[config.mk]
export PLATFORM = sky130hd
export DESIGN_NAME = memory_access_stage_flat
export DESIGN_NICKNAME = d
export VERILOG_FILES = /design/src/rtl/memory_access_stage_if.sv /design/src/rtl/memory_access_stage.sv /design/src/flat_wrapper.sv
export SDC_FILE = /design/constraint.sdc
export NUM_CORES = 1
export LEC_CHECK = 0
export BUFFER_PORTS_ARGS = -buffer_cell sky130_fd_sc_hd__buf_2
export CAP_MARGIN = 15
export CORE_AREA = 4 4 174 176
export CTS_CLUSTER_DIAMETER = 80
export DETAILED_ROUTE_END_ITERATION = 7
export DIE_AREA = 0 0 178 180
export PLACE_DENSITY_LB_ADDON = 0.12
export SLEW_MARGIN = 25
export SYNTH_ARGS = -nofsm -noshare
export SYNTH_HDL_FRONTEND = slang
export SYNTH_SLANG_ARGS = --single-unit
[constraint.sdc]
create_clock -name clk_i -period 2.3 [get_ports clk_i]
set_clock_uncertainty 0.2 [all_clocks]
set_input_delay 0.46 -clock clk_i [delete_from_list [all_inputs] [get_ports clk_i]]
set_output_delay 0.46 -clock clk_i [all_outputs]
set_load 0.005 [all_outputs]
[src/rtl/memory_access_stage_if.sv]
`default_nettype none
// ============================================================================
// Module      : memory_access_stage_if
// Description : Data-memory request/response bus between the memory pipeline
//               stage (master) and the data memory (slave).
// Revision    : 1.0 - initial release
// ============================================================================
interface memory_access_stage_if;
  logic        req;
  logic        we;
  logic [31:0] addr;
  logic [31:0] wdata;
  logic [3:0]  be;
  logic        gnt;
  logic        rvalid;
  logic [31:0] rdata;

  modport master (
    output req, we, addr, wdata, be,
    input  gnt, rvalid, rdata
  );

  modport slave (
    input  req, we, addr, wdata, be,
    output gnt, rvalid, rdata
  );
endinterface
`default_nettype wire

[src/rtl/memory_access_stage.sv]
`default_nettype none
// ============================================================================
// Module      : memory_access_stage
// Description : Execute->memory pipeline register, data-memory handshake FSM,
//               store lane alignment and load byte/half reduction.
// Revision    : 1.0 - initial release
// ============================================================================
module memory_access_stage #(
  parameter logic [31:0] RESET_PC_PLUS4 = 32'h0000_0004
) (
  input  logic                         clk_i,
  input  logic                         reset_n_i,
  input  logic [31:0]                  alu_result_e_i,
  input  logic [31:0]                  write_data_e_i,
  input  logic [31:0]                  pc_target_e_i,
  input  logic [31:0]                  pc_plus4_e_i,
  input  logic [31:0]                  imm_ext_e_i,
  input  logic [4:0]                   rd_e_i,
  input  logic [2:0]                   result_src_e_i,
  input  logic                         reg_write_e_i,
  input  logic                         mem_read_e_i,
  input  logic                         mem_write_e_i,
  input  logic [2:0]                   width_e_i,
  input  logic                         stall_m_i,
  memory_access_stage_if.master        dmem,
  output logic [31:0]                  alu_result_m_o,
  output logic [31:0]                  reduced_data_m_o,
  output logic [31:0]                  pc_target_m_o,
  output logic [31:0]                  pc_plus4_m_o,
  output logic [31:0]                  imm_ext_m_o,
  output logic [4:0]                   rd_m_o,
  output logic [2:0]                   result_src_m_o,
  output logic                         reg_write_m_o,
  output logic                         mem_busy_o,
  output logic                         misaligned_o
);

  typedef enum logic [1:0] {
    S_IDLE      = 2'd0,
    S_WAIT_RESP = 2'd1,
    S_DONE      = 2'd2
  } state_e;

  // M pipeline register contents
  logic [31:0] alu_result_q;
  logic [31:0] write_data_q;
  logic [31:0] pc_target_q;
  logic [31:0] pc_plus4_q;
  logic [31:0] imm_ext_q;
  logic [4:0]  rd_q;
  logic [2:0]  result_src_q;
  logic        reg_write_q;
  logic        mem_read_q;
  logic        mem_write_q;
  logic [2:0]  width_q;

  state_e      state_q, state_d;
  logic [31:0] rdata_q, rdata_d;

  logic        is_mem;
  logic        is_half;
  logic        is_word;
  logic        op_m;
  logic [1:0]  a_lo;
  logic [7:0]  sel_byte;
  logic [15:0] sel_half;

  assign a_lo    = alu_result_q[1:0];
  assign is_mem  = mem_read_q | mem_write_q;
  // width[1:0]: 00 byte, 01 half, 10 word; width[2] selects zero-extension
  assign is_half = (width_q[1:0] == 2'b01);
  assign is_word = (width_q[1:0] == 2'b10);
  assign misaligned_o = is_mem & ((is_half & a_lo[0]) | (is_word & (a_lo != 2'b00)));
  assign op_m         = is_mem & ~misaligned_o;

  // Execute->memory register; a stall freezes the whole instruction in M
  always_ff @(posedge clk_i or negedge reset_n_i) begin
    if (!reset_n_i) begin
      alu_result_q <= '0;
      write_data_q <= '0;
      pc_target_q  <= '0;
      pc_plus4_q   <= RESET_PC_PLUS4;
      imm_ext_q    <= '0;
      rd_q         <= '0;
      result_src_q <= '0;
      reg_write_q  <= 1'b0;
      mem_read_q   <= 1'b0;
      mem_write_q  <= 1'b0;
      width_q      <= '0;
    end else if (!stall_m_i) begin
      alu_result_q <= alu_result_e_i;
      write_data_q <= write_data_e_i;
      pc_target_q  <= pc_target_e_i;
      pc_plus4_q   <= pc_plus4_e_i;
      imm_ext_q    <= imm_ext_e_i;
      rd_q         <= rd_e_i;
      result_src_q <= result_src_e_i;
      reg_write_q  <= reg_write_e_i;
      mem_read_q   <= mem_read_e_i;
      mem_write_q  <= mem_write_e_i;
      width_q      <= width_e_i;
    end
  end

  // Handshake state and captured load word; reset abandons any transaction
  always_ff @(posedge clk_i or negedge reset_n_i) begin
    if (!reset_n_i) begin
      state_q <= S_IDLE;
      rdata_q <= '0;
    end else begin
      state_q <= state_d;
      rdata_q <= rdata_d;
    end
  end

  // Next-state logic: a new instruction entering M always restarts in IDLE
  always_comb begin
    state_d = state_q;
    rdata_d = rdata_q;
    if (!stall_m_i) begin
      state_d = S_IDLE;
      rdata_d = '0;
    end else begin
      case (state_q)
        S_IDLE: begin
          if (op_m && dmem.gnt) begin
            state_d = mem_write_q ? S_DONE : S_WAIT_RESP;
          end
        end
        S_WAIT_RESP: begin
          if (dmem.rvalid) begin
            rdata_d = dmem.rdata;
            state_d = S_DONE;
          end
        end
        // DONE holds until the next instruction loads, so an external stall
        // cannot cause the same access to be issued twice
        S_DONE:  state_d = S_DONE;
        default: state_d = S_IDLE;
      endcase
    end
  end

  // Request/busy outputs and store lane alignment
  always_comb begin
    dmem.req   = (state_q == S_IDLE) & op_m;
    mem_busy_o = op_m & (state_q != S_DONE);
    dmem.we    = mem_write_q;
    dmem.addr  = {alu_result_q[31:2], 2'b00};
    dmem.be    = 4'b1111;
    dmem.wdata = write_data_q;
    if (mem_write_q) begin
      case (width_q[1:0])
        2'b00: begin
          dmem.be    = 4'b0001 << a_lo;
          dmem.wdata = {4{write_data_q[7:0]}};
        end
        2'b01: begin
          dmem.be    = a_lo[1] ? 4'b1100 : 4'b0011;
          dmem.wdata = {2{write_data_q[15:0]}};
        end
        default: begin
          dmem.be    = 4'b1111;
          dmem.wdata = write_data_q;
        end
      endcase
    end
  end

  // Load reduction: pick the addressed byte/half and sign or zero extend
  always_comb begin
    case (a_lo)
      2'd0:    sel_byte = rdata_q[7:0];
      2'd1:    sel_byte = rdata_q[15:8];
      2'd2:    sel_byte = rdata_q[23:16];
      default: sel_byte = rdata_q[31:24];
    endcase
    sel_half         = a_lo[1] ? rdata_q[31:16] : rdata_q[15:0];
    reduced_data_m_o = '0;
    if (mem_read_q) begin
      case (width_q[1:0])
        2'b00:   reduced_data_m_o = {{24{~width_q[2] & sel_byte[7]}}, sel_byte};
        2'b01:   reduced_data_m_o = {{16{~width_q[2] & sel_half[15]}}, sel_half};
        default: reduced_data_m_o = rdata_q;
      endcase
    end
  end

  assign alu_result_m_o = alu_result_q;
  assign pc_target_m_o  = pc_target_q;
  assign pc_plus4_m_o   = pc_plus4_q;
  assign imm_ext_m_o    = imm_ext_q;
  assign rd_m_o         = rd_q;
  assign result_src_m_o = result_src_q;
  // A misaligned access is suppressed entirely, including its writeback
  assign reg_write_m_o  = reg_write_q & ~misaligned_o;

endmodule
`default_nettype wire

[src/flat_wrapper.sv]
// flat-port wrapper written by rule: the top's interface ports become plain ports
module memory_access_stage_flat 
#(
  parameter logic [31:0] RESET_PC_PLUS4 = 32'h0000_0004
)
  (clk_i, reset_n_i, alu_result_e_i, write_data_e_i, pc_target_e_i, pc_plus4_e_i, imm_ext_e_i, rd_e_i, result_src_e_i, reg_write_e_i, mem_read_e_i, mem_write_e_i, width_e_i, stall_m_i, alu_result_m_o, reduced_data_m_o, pc_target_m_o, pc_plus4_m_o, imm_ext_m_o, rd_m_o, result_src_m_o, reg_write_m_o, mem_busy_o, misaligned_o, dmem_req, dmem_we, dmem_addr, dmem_wdata, dmem_be, dmem_gnt, dmem_rvalid, dmem_rdata);
  memory_access_stage_if dmem_i ();
  input  logic clk_i;
  input  logic reset_n_i;
  input  logic [31:0] alu_result_e_i;
  input  logic [31:0] write_data_e_i;
  input  logic [31:0] pc_target_e_i;
  input  logic [31:0] pc_plus4_e_i;
  input  logic [31:0] imm_ext_e_i;
  input  logic [4:0] rd_e_i;
  input  logic [2:0] result_src_e_i;
  input  logic reg_write_e_i;
  input  logic mem_read_e_i;
  input  logic mem_write_e_i;
  input  logic [2:0] width_e_i;
  input  logic stall_m_i;
  output logic [31:0] alu_result_m_o;
  output logic [31:0] reduced_data_m_o;
  output logic [31:0] pc_target_m_o;
  output logic [31:0] pc_plus4_m_o;
  output logic [31:0] imm_ext_m_o;
  output logic [4:0] rd_m_o;
  output logic [2:0] result_src_m_o;
  output logic reg_write_m_o;
  output logic mem_busy_o;
  output logic misaligned_o;
  output wire logic [$bits(dmem_i.req)-1:0] dmem_req;
  output wire logic [$bits(dmem_i.we)-1:0] dmem_we;
  output wire logic [$bits(dmem_i.addr)-1:0] dmem_addr;
  output wire logic [$bits(dmem_i.wdata)-1:0] dmem_wdata;
  output wire logic [$bits(dmem_i.be)-1:0] dmem_be;
  input wire logic [$bits(dmem_i.gnt)-1:0] dmem_gnt;
  input wire logic [$bits(dmem_i.rvalid)-1:0] dmem_rvalid;
  input wire logic [$bits(dmem_i.rdata)-1:0] dmem_rdata;
  assign dmem_req = dmem_i.req;
  assign dmem_we = dmem_i.we;
  assign dmem_addr = dmem_i.addr;
  assign dmem_wdata = dmem_i.wdata;
  assign dmem_be = dmem_i.be;
  assign dmem_i.gnt = dmem_gnt;
  assign dmem_i.rvalid = dmem_rvalid;
  assign dmem_i.rdata = dmem_rdata;
  memory_access_stage #(.RESET_PC_PLUS4(RESET_PC_PLUS4)) u_core (.clk_i(clk_i), .reset_n_i(reset_n_i), .alu_result_e_i(alu_result_e_i), .write_data_e_i(write_data_e_i), .pc_target_e_i(pc_target_e_i), .pc_plus4_e_i(pc_plus4_e_i), .imm_ext_e_i(imm_ext_e_i), .rd_e_i(rd_e_i), .result_src_e_i(result_src_e_i), .reg_write_e_i(reg_write_e_i), .mem_read_e_i(mem_read_e_i), .mem_write_e_i(mem_write_e_i), .width_e_i(width_e_i), .stall_m_i(stall_m_i), .dmem(dmem_i), .alu_result_m_o(alu_result_m_o), .reduced_data_m_o(reduced_data_m_o), .pc_target_m_o(pc_target_m_o), .pc_plus4_m_o(pc_plus4_m_o), .imm_ext_m_o(imm_ext_m_o), .rd_m_o(rd_m_o), .result_src_m_o(result_src_m_o), .reg_write_m_o(reg_write_m_o), .mem_busy_o(mem_busy_o), .misaligned_o(misaligned_o));
endmodule
==> run summary <==
## Placed design
- Cells after DPL: 1,541
- RD Place Congestion: 0.830
- Final HPWL DP: 22.9 mm
- IO buf count: 449
- worst setup slack before clock tree synthesis: -72.3 ps

## Synth
- register bit count reported by yosys: 208
- post-synthesis average cell area: 12.4 um^2
- share of the yosys chip area belonging to registers: 0.555
- cell count after synthesis: 759
- predominant post-synthesis flop cell: sky130_fd_sc_hd__dfrtp_1
- distinct cell type count of the synthesized netlist: 32
- summed instance area of the synthesized netlist: 9380 um^2
- Syn. warnings: 0
- post-synthesis async set-or-reset flop share: 1.00
- number of synthesized flops with an enable pin: 0

## Finish
- area added between synthesis and finish: 64.8%
- final layout net count: 1,622
- leading cell type in the layout, fill and taps excluded: sky130_fd_sc_hd__buf_2
- fraction of layout cells with a size suffix above 1: 0.548
- utilization of the core after routing: 0.540
- highest-count cells in the layout ignoring fill and taps: sky130_fd_sc_hd__buf_2, sky130_fd_sc_hd__dlygate4sd3_1, sky130_fd_sc_hd__dfrtp_1
- non-filler instance count after layout: 1,811

## Worst setup path
- peak per-stage delay on the critical path: 540 ps
- Worst Setup Path Type: flip-flop to output port
- Data arrival, critical path: 2180 ps
- cell at the slowest stage of the critical path: sky130_fd_sc_hd__mux4_2
- cells traversed along the worst timing path: mux4_2 > and2_4 > o211ai_4 > buf_12 > nand2_1 > buf_2
- Largest delay share family, worst path: multiplexers
- depth of the worst register-to-register path: 7
- Register-to-Register Setup Slack: 200 ps
- Reg2Reg Capture Point: u_core.state_q[0]
- Worst Setup End Kind: output port
- CP bufs+invs: 2
- critical path required time: 1640 ps
- reg2reg start: u_core.width_q[0]
- CP Launch Type: flip-flop
- top fanout value on the critical path: 16

## Floorplan
- Starting Density: 0.328
- Total Die Area: 32,000 um^2
- Die Y: 180 um
- die span in x: 178 um
- standard-cell row count: 62
- number of I/O pins: 452
- core outline area: 28,600 um^2

## Clock tree
- clock tree from TritonCTS: built
- buffer type at the clock tree root: sky130_fd_sc_hd__clkbuf_16
- total clock sinks: 208
- Max clock buf depth: 3
- clock slew at the register clock pins of the worst setup and hold paths: 60 ps
- clock buffers created by TritonCTS: 25
- H-tree depth: 1
- clock insertion delay at the later pin of the skew report: 520 ps

## Worst hold path
- HP Start: dmem_rdata[31]
- hold path cells: 3
- path category of the worst min-delay check: input port to flip-flop
- WHS Endpoint: u_core.rdata_q[31]

## GRT
- GRT Overall Usage: 0.194
- wire length of the first global-routing pass: 50.1 mm
- total overflow reported by the global router: 0
- number of antenna violations at the first check in global routing: 2
- number of global-route vias before repair: 9,000
- pin count of the biggest net entering global routing: 43

## Timing
- Hold Slack: 74.5 ps
- setup repair after global routing missed its margin: yes
- worst path setup slack after routing: -539 ps
- share of the clock period used by the worst path after layout: 1.23
- Setup-failing EPs final: 64
- final number of hold-violating endpoints: 0
- top achievable clock speed: 352 MHz
- Slew Viols, Final: 0
- time the final worst path needs with I/O delays and setup: 2840 ps

## Routing
- DR WL/cell: 17.8 um
- total length of routed wires: 32.3 mm
- via total after detailed routing: 8,270
- drc violations: 0
- vias per cell: 4.57
- number of nets with antenna violations after detailed routing: 0
- Initial DRC Count: 404
- number of detailed-routing iterations run before antenna repair: 5

## Pwr
- power after layout: 10.5 mW
- switching fraction of total power: 0.273
- proportion of power drawn by combinational gates: 0.226
- largest voltage drop on the vdd net: 525 uV
- power share of the sequential group: 0.410
- Clock Power Share: 0.364
- NetSw: 2.86 mW
- cell internal power dissipation: 7.61 mW
- Leakage: 7.48 nW
- Pwr Density: 677 nW/um^2

## Status
- run status: complete, but fails checks
- violations in the final reports: setup timing

## Job
- Max-cap violations: 0

==> how the worst max path moves through the flow <==
stage | start | to | slack [ps] | depth (start not counted)
2_1_floorplan | u_core.alu_result_m_o[1] | reduced_data_m_o[10] | 20 | 6
3_3_place_gp | u_core.alu_result_m_o[1] | reduced_data_m_o[0] | -20 | 5
3_5_place_dp | u_core.alu_result_m_o[1] | reduced_data_m_o[0] | -70 | 5
4_1_cts | u_core.alu_result_m_o[1] | reduced_data_m_o[26] | -560 | 6
5_1_grt | u_core.alu_result_m_o[1] | reduced_data_m_o[17] | -650 | 6
6_report | u_core.alu_result_m_o[1] | reduced_data_m_o[18] | -540 | 6
==> sequential cells by signal, summed over array words and instances (netlist names) <==
register	count
u_core.pc_plus4_m_o	32
u_core.imm_ext_m_o	32
u_core.state_q	2
u_core.mem_read_q	1
u_core.reg_write_q	1
u_core.width_q	3
u_core.pc_target_m_o	32
u_core.rdata_q	32
u_core.write_data_q	32
u_core.alu_result_m_o	32
u_core.dmem.we	1
u_core.result_src_m_o	3
u_core.rd_m_o	5
==> cells by family (layout without fill, tap and decap cells) <==
kind of cell    count (synthesis)  in the layout  share of synthesized area
buf+inv                        95            761                     0.0566
simple gates                  164            164                     0.0725
fa+ha+maj                       4              4                    0.00534
other cells                     1              3                   0.000400
mux                           202            202                      0.242
compound gates                 85             85                     0.0675
flops                         208            208                      0.555
==> cells in the mapped netlist (2+ instances only) <==
cell / instances / area share
sky130_fd_sc_hd__mux2i_1: 11 / 0.012
sky130_fd_sc_hd__a22o_1: 14 / 0.013
sky130_fd_sc_hd__nand3b_1: 2 / 0.0016
sky130_fd_sc_hd__and2_1: 4 / 0.0027
sky130_fd_sc_hd__dfrtp_1: 207 / 0.55
sky130_fd_sc_hd__nor2b_1: 12 / 0.0080
sky130_fd_sc_hd__clkbuf_1: 45 / 0.018
sky130_fd_sc_hd__a21o_1: 7 / 0.0056
sky130_fd_sc_hd__and3_1: 2 / 0.0013
sky130_fd_sc_hd__o21ai_0: 8 / 0.0043
sky130_fd_sc_hd__a21boi_0: 33 / 0.026
sky130_fd_sc_hd__buf_4: 40 / 0.032
sky130_fd_sc_hd__nor2_1: 17 / 0.0068
sky130_fd_sc_hd__mux2_2: 190 / 0.23
sky130_fd_sc_hd__inv_1: 5 / 0.0020
sky130_fd_sc_hd__ha_1: 4 / 0.0053
sky130_fd_sc_hd__a21oi_1: 12 / 0.0064
sky130_fd_sc_hd__a222oi_1: 7 / 0.0075
sky130_fd_sc_hd__nand2_1: 124 / 0.050
sky130_fd_sc_hd__buf_6: 3 / 0.0036
==> tightest hold or removal path, cell delays in order <==
cell	delay, ps
sky130_fd_sc_hd__buf_2	90
sky130_fd_sc_hd__nand2_1	100
sky130_fd_sc_hd__a21boi_0	100
==> stage by stage <==
| step | TNS [ps] | cell area [um^2] |
|---|---|---|
| CTS | -21080 | 15300 |
| global placement | -21.4 | 12000 |
| global route | -26680 | 15500 |
| floorplan | 0 | 9380 |
| finish | -20620 | 15500 |
| detailed placement | -164 | 12000 |
==> power groups by stage <==
stage,clock network [mW],registers (mW),logic (mW)
final,3.81,4.30,2.37
after global routing,4.11,4.35,2.57
after CTS,3.96,4.29,2.32
after detailed placement,0,4.34,1.87
after global placement,0,4.33,1.86
after floorplan,0,4.31,0.931
==> repair_timing <==
| item | 4_1_cts | 5_1_grt |
|---|---|---|
| setup endpoints to repair | 64 | 64 |
| pin swaps | 19 | 16 |
| gates resized for setup | 72 | 41 |
| endpoints found under the hold margin | 241 | 0 |
| hold buffers | 206 | 0 |
| gates cloned | 2 | 1 |
| buffers inserted | 12 | 7 |
==> layer usage <==
metal | vias up | routed length (um) | global-route usage
met2 | 310 | 16500 | 0.344
met4 | 2 | 641 | 0.0436
li1 | 3873 | - | -
met5 | - | 11 | 0
met1 | 4041 | 12900 | 0.240
met3 | 44 | 2250 | 0.0437
==> layout make-up <==
class	count	area, um^2
Clock inverter	8	90.1
Sequential cell	208	5210
Tap cell	384	480
Inverter	6	25.0
Fill cell	2473	13200
Antenna cell	1	2.50
Timing Repair Buffer	709	5030
Clock buffer	38	704
Multi-Input combinational cell	457	3910
Note: power is estimated with default switching activity, not from simulation.
